===== src/rtl/fixpoint_iter_engine.sv =====
// fixpoint_iter_engine: iterates a stage-chained propagation step to a fixpoint.
// Optional FIXPOINT_TRACE_EN adds trace_valid/trace_state update trace outputs.
module fixpoint_iter_engine #(
  parameter int N        = 9,
  parameter int MAX_ITER = 16,
  parameter int CNT_W    = $clog2(MAX_ITER + 1)
) (
  input  logic             clk,
  input  logic             rst_n,
  input  logic             start_valid,
  output logic             start_ready,
  input  logic [N-1:0]     init_state,
  input  logic [N-1:0]     block_mask,
  input  logic [N-1:0]     bad_mask,
  output logic             done_valid,
  input  logic             done_ready,
  output logic [N-1:0]     final_state,
  output logic [CNT_W-1:0] iter_count,
  output logic             converged,
  output logic             violation
`ifdef FIXPOINT_TRACE_EN
  ,
  output logic             trace_valid,
  output logic [N-1:0]     trace_state
`endif
);

  typedef enum logic [1:0] {
    S_IDLE,
    S_RUN,
    S_DONE
  } state_t;

  state_t           r_state;
  state_t           w_state_nxt;
  logic [N-1:0]     r_cur;
  logic [N-1:0]     r_blk;
  logic [N-1:0]     r_bad;
  logic [CNT_W-1:0] r_cnt;
  logic             r_conv;
  logic [N-1:0]     w_nxt;
  logic             w_fix;
  logic             w_cap;
  logic             w_accept;
  logic             w_upd;
  logic             w_finish;

  // Bit i picks up bit i-1 unless stage i is blocked; bit 0 only holds.
  assign w_nxt = r_cur | ((r_cur << 1) & ~r_blk);
  assign w_fix = (w_nxt == r_cur);
  assign w_cap = (r_cnt == CNT_W'(MAX_ITER));

  // State register.
  always_ff @(posedge clk or negedge rst_n) begin
    if (!rst_n) r_state <= S_IDLE;
    else        r_state <= w_state_nxt;
  end

  // Next-state and step control; fixpoint test takes priority over abort.
  always_comb begin
    w_state_nxt = r_state;
    w_accept    = 1'b0;
    w_upd       = 1'b0;
    w_finish    = 1'b0;
    unique case (r_state)
      S_IDLE: begin
        if (start_valid) begin
          w_accept    = 1'b1;
          w_state_nxt = S_RUN;
        end
      end
      S_RUN: begin
        if (w_fix || w_cap) begin
          w_finish    = 1'b1;
          w_state_nxt = S_DONE;
        end else begin
          w_upd = 1'b1;
        end
      end
      S_DONE: begin
        if (done_ready) w_state_nxt = S_IDLE;
      end
      default: w_state_nxt = S_IDLE;
    endcase
  end

  // Job registers: latch on accept, advance on each update.
  always_ff @(posedge clk or negedge rst_n) begin
    if (!rst_n) begin
      r_cur  <= '0;
      r_blk  <= '0;
      r_bad  <= '0;
      r_cnt  <= '0;
      r_conv <= 1'b0;
    end else begin
      if (w_accept) begin
        r_cur  <= init_state;
        r_blk  <= block_mask;
        r_bad  <= bad_mask;
        r_cnt  <= '0;
        r_conv <= 1'b0;
      end else if (w_upd) begin
        r_cur <= w_nxt;
        r_cnt <= r_cnt + CNT_W'(1);
      end
      if (w_finish) r_conv <= w_fix;
    end
  end

  assign start_ready = (r_state == S_IDLE);
  assign done_valid  = (r_state == S_DONE);
  assign final_state = r_cur;
  assign iter_count  = r_cnt;
  assign converged   = r_conv;
  assign violation   = |(r_cur & r_bad);

`ifdef FIXPOINT_TRACE_EN
  logic         r_tv;
  logic [N-1:0] r_ts;

  // One-cycle pulse after each update carrying the state just written.
  always_ff @(posedge clk or negedge rst_n) begin
    if (!rst_n) begin
      r_tv <= 1'b0;
      r_ts <= '0;
    end else begin
      r_tv <= w_upd;
      if (w_upd) r_ts <= w_nxt;
    end
  end

  assign trace_valid = r_tv;
  assign trace_state = r_ts;
`endif

endmodule


===== config.mk =====
export PLATFORM = sky130hd
export DESIGN_NAME = fixpoint_iter_engine
export DESIGN_NICKNAME = d
export VERILOG_FILES = /design/src/rtl/fixpoint_iter_engine.sv
export SDC_FILE = /design/constraint.sdc
export NUM_CORES = 1
export LEC_CHECK = 0
export ABC_AREA = 1
export ABC_CLOCK_PERIOD_IN_PS = 3500
export CAP_MARGIN = 20
export CORE_AREA = 2 2 56 71
export DETAILED_ROUTE_END_ITERATION = 12
export DIE_AREA = 0 0 58 73
export GPL_ROUTABILITY_DRIVEN = 0
export GPL_TIMING_DRIVEN = 0
export PLACE_DENSITY_LB_ADDON = 0.08
export SYNTH_ARGS = -nofsm -noshare
export SYNTH_HDL_FRONTEND = slang
export SYNTH_SLANG_ARGS = --single-unit
export TNS_END_PERCENT = 1

===== constraint.sdc =====
create_clock -name clk -period 3.5 [get_ports clk]
set_input_delay 0.35 -clock clk [delete_from_list [all_inputs] [get_ports clk]]
set_output_delay 0.35 -clock clk [all_outputs]
set_load 0.01 [all_outputs]

==> flow_summary_export.csv <==
group,metric,value,unit
clock_tree,root_buffer_cell,"clkbuf_8",
logic_synthesis,synth_flop_cell,"dfrtp_1",
clock_tree,clock_path_buffers,2,
clock_tree,numCtsBuffers,5,
layout,finish.instance_area,2340,um2
worst_setup_path,critPathCaptureType,"output pin",
worst_setup_path,crit_slowest_cell,"clkdlybuf4s50_1",
layout,instances_no_fill,321,
power_and_ir_drop,ir_drop,0.541,mV
worst_setup_path,cp_slowest_stage_delay,500,ps
place,port_buffers,47,
global_route,grt.total_usage,20.3,%
sta,final-setup-viol-count,0,
clock_tree,cts_resized,0,
worst_setup_path,worst-endpoint-required,3150,ps
logic_synthesis,syn_nets,260,
logic_synthesis,total_of_warnings_raised_by_yosys,0,
logic_synthesis,netlist_top_cells_count,"101 x nand2_1, 34 x dfrtp_1, 21 x nand3_1, 16 x inv_1, 12 x o21ai_0",
drt,detail_route.first_pass.iterations,4,
sta,max_freq,467,MHz
status,status,"complete, no violations",
floorplanning,die_area,4230,um2
global_route,grt_start_max_net_pins,35,
drt,route.detailed.vias_per_inst,5.01,
logic_synthesis,portion_of_the_post_synthesis_area_used_by_sequential_elements,48.6,%
sta,finalMaxSlewViolations,0,
layout,layout-drive-gt1-share,8.19,%
worst_setup_path,cp_max_fo,7,
logic_synthesis,synth_seq_cells,34,
logic_synthesis,synth_top_area_cell,"dfrtp_1",
layout,seq_area,851,um2
drt,wire_per_inst,12.3,um
clock_tree,cts_tree,"done",
clock_tree,h_tree_depth,2,
drt,initialDrtViolationCount,40,
logic_synthesis,yosysTopAreaCellShare,48.6,%
clock_tree,cts_hold_repair.buffers,0,
layout,n_antenna_cell,0,
place,place_area,2260,um2
floorplanning,die_h,73,um
place,place.detailed.instances,314,
worst_setup_path,worst_r2r_startpoint,"final_state[5]",
logic_synthesis,synth_enable_flop_cells,0,
min_path,hold_path_class,"in -> async",
floorplanning,die_width,58,um
sta,worst_pin_slew,737,ps
worst_setup_path,critical_path_class,"reg -> out",
global_route,number_of_global_route_vias_before_repair,1503,
logic_synthesis,number_of_cells_produced_by_synthesis,227,
clock_tree,skew_pair_late_insertion_delay,280,ps
logic_synthesis,yosysMostFrequentCell,"nand2_1",
global_route,antenna_found_initial,0,
drt,drc,0,
power_and_ir_drop,leakagePower,0.00119,uW
logic_synthesis,synthesis.area_per_instance,7.71,um2
drt,final_wirelength,3960,um
floorplanning,placeable_core_region,3630,um2
worst_setup_path,critPathLaunch,"final_state[4]",
place,dp_hpwl,2950,um
global_route,grt_overflow,0,
logic_synthesis,synthDistinctLibCells,23,
layout,filler_cell_count,319,
floorplanning,initial_core_util,48.2,%
sta,tns,0,ps
clock_tree,cts.sinks,34,
clock_tree,cts.reportedPaths.clkPinSlew,70,ps
power_and_ir_drop,p_per_area,906,nW/um2
sta,final.setup_skew,6.51,ps
layout,multiInputGateArea,778,um2
sta,setup_repair_after_global_routing_missed_its_margin,"false",
sta,finalHoldWorstSlack,122,ps
logic_synthesis,syn-cell-area,1750,um2
sta,fin_crit,2140,ps
global_route,grt_pass1_wl,6540,um
logic_synthesis,most_area_consuming_cells_after_synthesis,"dfrtp_1 49%, nand2_1 22%, nand3_1 6.0%",
power_and_ir_drop,finalPower,2120,uW
drt,route.antenna.remaining_nets,0,
worst_setup_path,timing.critical_path.mode_cell,"nand2_1",
floorplanning,std_cell_rows,25,
clock_tree,post-cts-setup-buffers,0,
sta,layout_worst_path_cycle_share,61.1,%
worst_setup_path,cp_cell_sequence,"nand2_1 -> nand2_1 -> a221oi_1 -> nand4_1 -> clkdlybuf4s50_1",
sta,relative_max_transition_margin,50.9,%
flow_run,drv_cap,0,
floorplanning,io_pins,49,
worst_setup_path,timing.critical_path.arrival,1790,ps
layout,syn2layout_area_growth,33.8,%
sta,hold_violations,0,
drt,vias,1607,
logic_synthesis,async_flop_share,100,%
worst_setup_path,startpoint_class,"flop",
layout,finish.net_count,314,
-- report_power, final --
group,internal (uW),switching (uW)
logic,502,597
registers,579,174
clock network,137,132
total,1220,903
-- path summary, 6_finish.rpt --
path,slack [ps],depth (start not counted),end
worst max-delay path,1360,5,violation
worst min-delay path,120,1,r_blk[4]
worst max register to register,1960,10,final_state[6]
worst min register to register,490,2,r_bad[4]
max in group asynchronous,2900,1,final_state[7]
min in group clk,490,2,r_bad[4]
-- kinds of logic (layout without fill, tap and decap cells) --
group	after synthesis	in the layout	synth area share [%]
flops	34	34	48.6
buf+inv	26	80	6.87
fa+ha+maj	2	2	1.43
compound gates	19	19	6.01
simple gates	143	143	35.6
xor+xnor	3	3	1.50
-- metrics by stage --
stage | worst slack, ps | util (%)
floorplan | 2170 | -
global placement | 1380 | 62.6
detailed placement | 1660 | 62.4
CTS | 1340 | 64.5
global route | 1210 | 64.5
finish | 1360 | 64.5
-- state kept, by name, summed over array words and instances (netlist names) --
| name | count |
|---|---|
| iter_count | 5 |
| converged | 1 |
| r_blk | 8 |
| r_state | 2 |
| final_state | 9 |
| r_bad | 9 |
-- cell type report --
class,count,share of cell area (%)
buffer,8,2.24
clock buffer,7,3.26
inverter,18,2.89
multi-input combinational,167,33.2
sequential,34,36.3
tap,40,2.14
timing repair buffer,47,19.9
-- worst max-delay path: cells and delay by family (launching register included) --
family	cells	cell delay (ps)
DFF	1	460
and+or+nand+nor	3	290
AOI/OAI and AO/OA	1	240
buffers and inverters	1	500
-- routing by layer --
metal  track usage, %  vias up  wire [um]
li1                 -      821          -
met1             24.6      744       1720
met2             34.7       36       2000
met3             4.43        6        179
met4             8.01        0         59
met5                0        -          0
-- layout by cell type (no fill, tap or decap) --
cell type	instances
a21oi_1	4
a221oi_1	1
a22o_1	1
buf_2	4
buf_4	1
buf_6	2
clkbuf_1	4
clkbuf_8	5
clkdlybuf4s50_1	46
dfrtp_1	34
ha_1	2
inv_1	16
inv_2	2
nand2_1	101
nand2_2	3
nand2_4	1
nand3_1	21
nand3_4	1
nand3b_1	4
nand4_1	2
nor2_1	6
nor2_2	4
o21ai_0	12
o31ai_1	1
xor2_1	3
Power figures use the tool's default switching activity.
